[src/rtl/cnn16_fp16_mul_pipe.sv]
`default_nettype none
// ============================================================================
// Module : cnn16_fp16_mul_pipe
// Brief  : 3-stage IEEE 754 binary16 multiplier (RNE, DAZ/FTZ) with ready/valid
// Rev    : 1.0
// ============================================================================
module cnn16_fp16_mul_pipe #(
  parameter logic [15:0] NAN_VALUE = 16'h7E00
) (
  input  logic        clk_i,
  input  logic        rst_ni,
  input  logic        flush_i,
  input  logic        in_valid_i,
  output logic        in_ready_o,
  input  logic [15:0] in_a_i,
  input  logic [15:0] in_b_i,
  output logic        out_valid_o,
  input  logic        out_ready_i,
  output logic [15:0] out_result_o,
  output logic        out_overflow_o,
  output logic        out_underflow_o,
  output logic        out_invalid_o,
  output logic        busy_o
);

  logic adv;

  // S1 unpack
  logic [4:0]         ea, eb;
  logic [9:0]         fa, fb;
  logic               a_zero, b_zero, a_inf, b_inf, a_nan, b_nan;
  logic               s1_sign_d, s1_inv_d, s1_inf_d, s1_zero_d;
  logic [21:0]        s1_prod_d;
  logic signed [6:0]  s1_exp_d;

  logic               s1_valid_q, s1_sign_q, s1_inv_q, s1_inf_q, s1_zero_q;
  logic [21:0]        s1_prod_q;
  logic signed [6:0]  s1_exp_q;

  // S2 normalize / round
  logic               hi;
  logic [9:0]         man_t;
  logic               guard, sticky, rnd, carry;
  logic [9:0]         s2_man_d;
  logic signed [6:0]  s2_exp_d;

  logic               s2_valid_q, s2_sign_q, s2_inv_q, s2_inf_q, s2_zero_q;
  logic [9:0]         s2_man_q;
  logic signed [6:0]  s2_exp_q;

  // S3 pack
  logic [15:0]        s3_result_d;
  logic               s3_ovf_d, s3_unf_d, s3_inv_d;

  logic               s3_valid_q, s3_ovf_q, s3_unf_q, s3_inv_q;
  logic [15:0]        s3_result_q;

  assign adv        = !s3_valid_q | out_ready_i;
  assign in_ready_o = adv;

  assign ea = in_a_i[14:10];
  assign eb = in_b_i[14:10];
  assign fa = in_a_i[9:0];
  assign fb = in_b_i[9:0];

  // Subnormal inputs count as zero, so a zero exponent field alone marks zero.
  assign a_zero = (ea == 5'd0);
  assign b_zero = (eb == 5'd0);
  assign a_inf  = (ea == 5'h1F) && (fa == 10'd0);
  assign b_inf  = (eb == 5'h1F) && (fb == 10'd0);
  assign a_nan  = (ea == 5'h1F) && (fa != 10'd0);
  assign b_nan  = (eb == 5'h1F) && (fb != 10'd0);

  assign s1_sign_d = in_a_i[15] ^ in_b_i[15];
  assign s1_inv_d  = a_nan | b_nan | (a_inf & b_zero) | (b_inf & a_zero);
  assign s1_inf_d  = a_inf | b_inf;
  assign s1_zero_d = a_zero | b_zero;
  assign s1_prod_d = {11'd0, 1'b1, fa} * {11'd0, 1'b1, fb};
  assign s1_exp_d  = $signed({2'b00, ea}) + $signed({2'b00, eb}) - 7'sd15;

  assign hi     = s1_prod_q[21];
  assign man_t  = hi ? s1_prod_q[20:11] : s1_prod_q[19:10];
  assign guard  = hi ? s1_prod_q[10]    : s1_prod_q[9];
  assign sticky = hi ? (|s1_prod_q[9:0]) : (|s1_prod_q[8:0]);
  assign rnd    = guard & (sticky | man_t[0]);

  // A carry out of the mantissa wraps it to zero; the exponent absorbs the bit.
  assign {carry, s2_man_d} = {1'b0, man_t} + {10'd0, rnd};
  assign s2_exp_d = s1_exp_q + $signed({5'd0, {1'b0, hi} + {1'b0, carry}});

  always_comb begin
    s3_result_d = {s2_sign_q, s2_exp_q[4:0], s2_man_q};
    s3_ovf_d    = 1'b0;
    s3_unf_d    = 1'b0;
    s3_inv_d    = 1'b0;
    if (s2_inv_q) begin
      s3_result_d = NAN_VALUE;
      s3_inv_d    = 1'b1;
    end else if (s2_inf_q) begin
      s3_result_d = {s2_sign_q, 5'h1F, 10'd0};
    end else if (s2_zero_q) begin
      s3_result_d = {s2_sign_q, 15'd0};
    end else if (s2_exp_q >= 7'sd31) begin
      s3_result_d = {s2_sign_q, 5'h1F, 10'd0};
      s3_ovf_d    = 1'b1;
    end else if (s2_exp_q <= 7'sd0) begin
      s3_result_d = {s2_sign_q, 15'd0};
      s3_unf_d    = 1'b1;
    end
  end

  always_ff @(posedge clk_i or negedge rst_ni) begin
    if (!rst_ni) begin
      s1_valid_q  <= 1'b0;
      s1_sign_q   <= 1'b0;
      s1_inv_q    <= 1'b0;
      s1_inf_q    <= 1'b0;
      s1_zero_q   <= 1'b0;
      s1_prod_q   <= 22'd0;
      s1_exp_q    <= 7'sd0;
      s2_valid_q  <= 1'b0;
      s2_sign_q   <= 1'b0;
      s2_inv_q    <= 1'b0;
      s2_inf_q    <= 1'b0;
      s2_zero_q   <= 1'b0;
      s2_man_q    <= 10'd0;
      s2_exp_q    <= 7'sd0;
      s3_valid_q  <= 1'b0;
      s3_ovf_q    <= 1'b0;
      s3_unf_q    <= 1'b0;
      s3_inv_q    <= 1'b0;
      s3_result_q <= 16'd0;
    end else begin
      // flush only kills valid bits; stale data behind a zero valid is harmless
      if (flush_i) begin
        s1_valid_q <= 1'b0;
        s2_valid_q <= 1'b0;
        s3_valid_q <= 1'b0;
      end else if (adv) begin
        s1_valid_q <= in_valid_i;
        s2_valid_q <= s1_valid_q;
        s3_valid_q <= s2_valid_q;
      end
      if (adv) begin
        s1_sign_q   <= s1_sign_d;
        s1_inv_q    <= s1_inv_d;
        s1_inf_q    <= s1_inf_d;
        s1_zero_q   <= s1_zero_d;
        s1_prod_q   <= s1_prod_d;
        s1_exp_q    <= s1_exp_d;
        s2_sign_q   <= s1_sign_q;
        s2_inv_q    <= s1_inv_q;
        s2_inf_q    <= s1_inf_q;
        s2_zero_q   <= s1_zero_q;
        s2_man_q    <= s2_man_d;
        s2_exp_q    <= s2_exp_d;
        s3_ovf_q    <= s3_ovf_d;
        s3_unf_q    <= s3_unf_d;
        s3_inv_q    <= s3_inv_d;
        s3_result_q <= s3_result_d;
      end
    end
  end

  assign out_valid_o     = s3_valid_q;
  assign out_result_o    = s3_result_q;
  assign out_overflow_o  = s3_ovf_q;
  assign out_underflow_o = s3_unf_q;
  assign out_invalid_o   = s3_inv_q;
  assign busy_o          = s1_valid_q | s2_valid_q | s3_valid_q;

endmodule
`default_nettype wire

[config.mk]
export PLATFORM = sky130hd
export DESIGN_NAME = cnn16_fp16_mul_pipe
export DESIGN_NICKNAME = d
export VERILOG_FILES = /design/src/rtl/cnn16_fp16_mul_pipe.sv
export SDC_FILE = /design/constraint.sdc
export NUM_CORES = 1
export LEC_CHECK = 0
export ABC_CLOCK_PERIOD_IN_PS = 3200
export CAP_MARGIN = 20
export CORE_UTILIZATION = 35
export DETAILED_ROUTE_END_ITERATION = 12
export PLACE_DENSITY = 0.64
export SLEW_MARGIN = 20
export SYNTH_ARGS = -nofsm -noshare
export SYNTH_HDL_FRONTEND = slang
export SYNTH_SLANG_ARGS = --single-unit
export TNS_END_PERCENT = 10
[constraint.sdc]
create_clock -name clk_i -period 3.2 [get_ports clk_i]
set_input_delay 0.48 -clock clk_i [delete_from_list [all_inputs] [get_ports clk_i]]
set_output_delay 0.48 -clock clk_i [all_outputs]
set_load 0.01 [all_outputs]
==> flow_summary.yaml <==
cts:
  clkSlewWorstSetupHoldPaths_ns: 0.06
  cts_max_level: 3
  root_buffer: "clkbuf_16"
  clock-sinks: 76
  cts_hold_buffers: 0
  numCtsBuffers: 9
  cts_tree: "built"
  clk_latency_ns: 0.33
  clockBufferDepth: 2
layout:
  seqCellArea_um2: 1900
  n_fill_cell: 2120
  num_antenna_cells: 0
  multiInputGateArea_um2: 5780
  final_util_pct: 47.4
  area_growth_pct: 31.4
  nets: 1266
  fin_area_um2: 10400
  drive_above_1_share_pct: 24.0
floorplan:
  core_um2: 22000
  start_util_pct: 36.1
  die_x_um: 153
  rows: 54
  die_h_um: 153
  io_pins: 59
  dieArea_um2: 23300
synth:
  synth_compound_area_share_pct: 12.1
  synthTopCellsByCount: "150 x nand2_1, 136 x inv_1, 82 x fa_1"
  synth-seq-area-share_pct: 23.9
  yosysWarnings: 0
  synth_cell_types: 67
  yosys_most_used_dff: "dfrtp_1"
  synthCells: 924
  ys_ff_latch: 76
  synthArstFlopShare_pct: 100
  yosys.area_share.simple_pct: 18.6
  netlist_top_cells_area: "dfrtp_1 24%, fa_1 21%, ha_1 11%"
  synth_fa_ha_area_share_pct: 32.0
  synthMuxAreaShare_pct: 0.771
  synth.most_common_cell: "nand2_1"
  synth_top_family_by_area: "adder cells"
  synthXorXnorAreaFrac_pct: 3.53
  syn-num-nets: 1115
  synth_top_area_share_pct: 23.9
  syn_avg_cell_area_um2: 8.60
  synth_edf_count: 0
  synth_area_leader_cell: "dfrtp_1"
  netlist_area_um2: 7950
job:
  drv_cap: 0
outcome:
  violations: "DRC, setup timing"
  status: "complete, but fails checks"
global_routing:
  track_usage_pct: 16.4
  grt-ovfl-total: 0
  grt_max_degree: 77
  first_global_vias: 6606
  grt_pass1_wl_um: 31500
  antenna_found_initial: 0
critical_path:
  ff2ff_setup_slack_ns: 0.22
  worstPathArrival_ns: 4.67
  worstSetupPathType: "input pin to flip-flop"
  r2r_start: "s1_prod_q[21]$_DFFE_PN0P_"
  ff2ff_path_depth: 13
  startpoint: "in_b_i[3]"
  cp-start-kind: "input pin"
  endpoint_kind: "flip-flop"
  cp_max_fo: 5
  r2r-end: "s2_exp_q[6]$_DFFE_PN0P_"
  required_ns: 3.43
power:
  swShare_pct: 42.1
  p_switching_mw: 4.51
  power_mw: 10.7
  p_int_mw: 6.20
  pwr-share-seq_pct: 15.4
  powerDensity_nw_per_um2: 1030
  p_leak_nw: 5.02
  clockPowerShare_pct: 9.6
  p_comb_share_pct: 75.0
  ir_drop_mv: 0.710
routing:
  wl_per_cell_um: 13.4
  avgViaCountPerCell: 4.81
  num_vias: 6547
  drc: 5
  drt_iter0_markers: 270
  wirelength_um: 18300
  firstDrtPassIters: 11
  drtAntennaViolNets: 0
sta:
  min_period_ns: 4.44
  rsz0062_at_grt: "yes"
  setup_slack_ns: -1.24
  tightest_slew_ns: 0.951
  min_period_over_period_pct: 139
  finClkSkew_ns: 0.00360
  fmax_mhz: 225
  fin_hold_ws_ns: 0.281
  relSlewSlack_pct: 36.6
  hold_viol_final: 0
  setup_viol: 17
  maxSlewViolCount: 0
place:
  hpwlAfterDp_um: 14500
  gp_congestion: 0.901
  placed_cell_area_um2: 9600
  io_buffers: 58
min_path:
  hold_path_class: "input pin to asynchronous set/reset pin"
kinds of logic (layout without fill, tap and decap cells):
group	count (synthesis)	after routing
simple gates	321	321
buf+inv	186	342
fa+ha+maj	154	154
compound gates	149	149
flops	76	76
xor+xnor	32	32
mux	6	6
sequential cells by signal, indices dropped and copies added (netlist names), 7 cells and up:
name	count
s2_exp_q	7
s2_man_q	10
s1_prod_q	22
out_result_o	16
s1_exp_q	7
what timing repair did:
| action | 4_1_cts | 5_1_grt |
|---|---|---|
| pin swaps | 42 | 44 |
| setup endpoints to repair | 18 | 19 |
| gates resized for setup | 142 | 43 |
| cloned | 1 | 0 |
| buffers inserted | 13 | 3 |
layout make-up:
type / instances / area share (%)
Tap cell: 280 / 3.35
Inverter: 137 / 5.02
Timing Repair Buffer: 189 / 15.2
Multi-Input combinational cell: 662 / 55.3
Clock buffer: 12 / 2.46
Clock inverter: 4 / 0.455
Sequential cell: 76 / 18.2
power groups by stage:
stage               Combinational, mW  Sequential, mW  Clock, mW
finish                           8.03            1.65       1.03
global route                     8.93            1.71       1.10
CTS                              7.52            1.65       1.04
detailed placement               6.71            1.67          0
global placement                 6.62            1.65          0
floorplan                        4.55            1.59          0
stage by stage:
step | setup WS [ns] | TNS [ns] | instances
floorplan | -1.51 | -20.58 | 924
global placement | -2.26 | -34.85 | 1327
detailed placement | -2.34 | -35.74 | 1327
CTS | -1.31 | -17.79 | 1357
global route | -1.41 | -20.01 | 1360
finish | -1.24 | -17.48 | 1360
routing by layer:
layer  global-route usage, %  share of wire, %  vias to the layer above
met4                    4.57               1.8                        0
met1                    22.3                48                     3129
met5                       0                 0                        -
met3                    1.68               2.4                       28
li1                        -                 -                     3290
met2                    27.9                48                      100
critical path, cell delays in order:
cell       delay [ns]
buf_4            0.11
buf_6            0.10
nand2_2          0.04
fa_1             0.50
inv_2            0.04
fa_1             0.57
fa_2             0.47
fa_1             0.54
inv_2            0.04
fa_1             0.51
inv_2            0.05
ha_4             0.24
a21oi_2          0.14
o21ai_1          0.09
o2bb2ai_2        0.13
or4_1            0.39
a31o_1           0.22
placed cells by master, fill, tap and decap left out, types with 11 or more instances in the layout:
| cell | count |
|---|---|
| o21ai_0 | 34 |
| ha_1 | 52 |
| a21oi_1 | 37 |
| nand3_1 | 16 |
| inv_2 | 13 |
| fa_1 | 73 |
| xor2_1 | 18 |
| dfrtp_1 | 76 |
| clkdlybuf4s50_1 | 37 |
| xnor2_1 | 13 |
| nor2_1 | 56 |
| buf_4 | 129 |
| and2_1 | 31 |
| inv_1 | 122 |
| nor3_1 | 11 |
| ha_4 | 18 |
| nand2_1 | 144 |
| buf_6 | 13 |
worst max-delay path by stage:
stage	slack, ns	cells past startpoint	endpoint
after floorplan	-1.51	18	s1_prod_q[20]$_DFFE_PN0P_
after global placement	-2.26	17	s1_prod_q[21]$_DFFE_PN0P_
after detailed placement	-2.34	16	s1_prod_q[19]$_DFFE_PN0P_
after CTS	-1.31	16	s1_prod_q[20]$_DFFE_PN0P_
after global routing	-1.41	19	s1_prod_q[17]$_DFFE_PN0P_
final	-1.24	17	s1_prod_q[20]$_DFFE_PN0P_
Power figures use the tool's default switching activity.
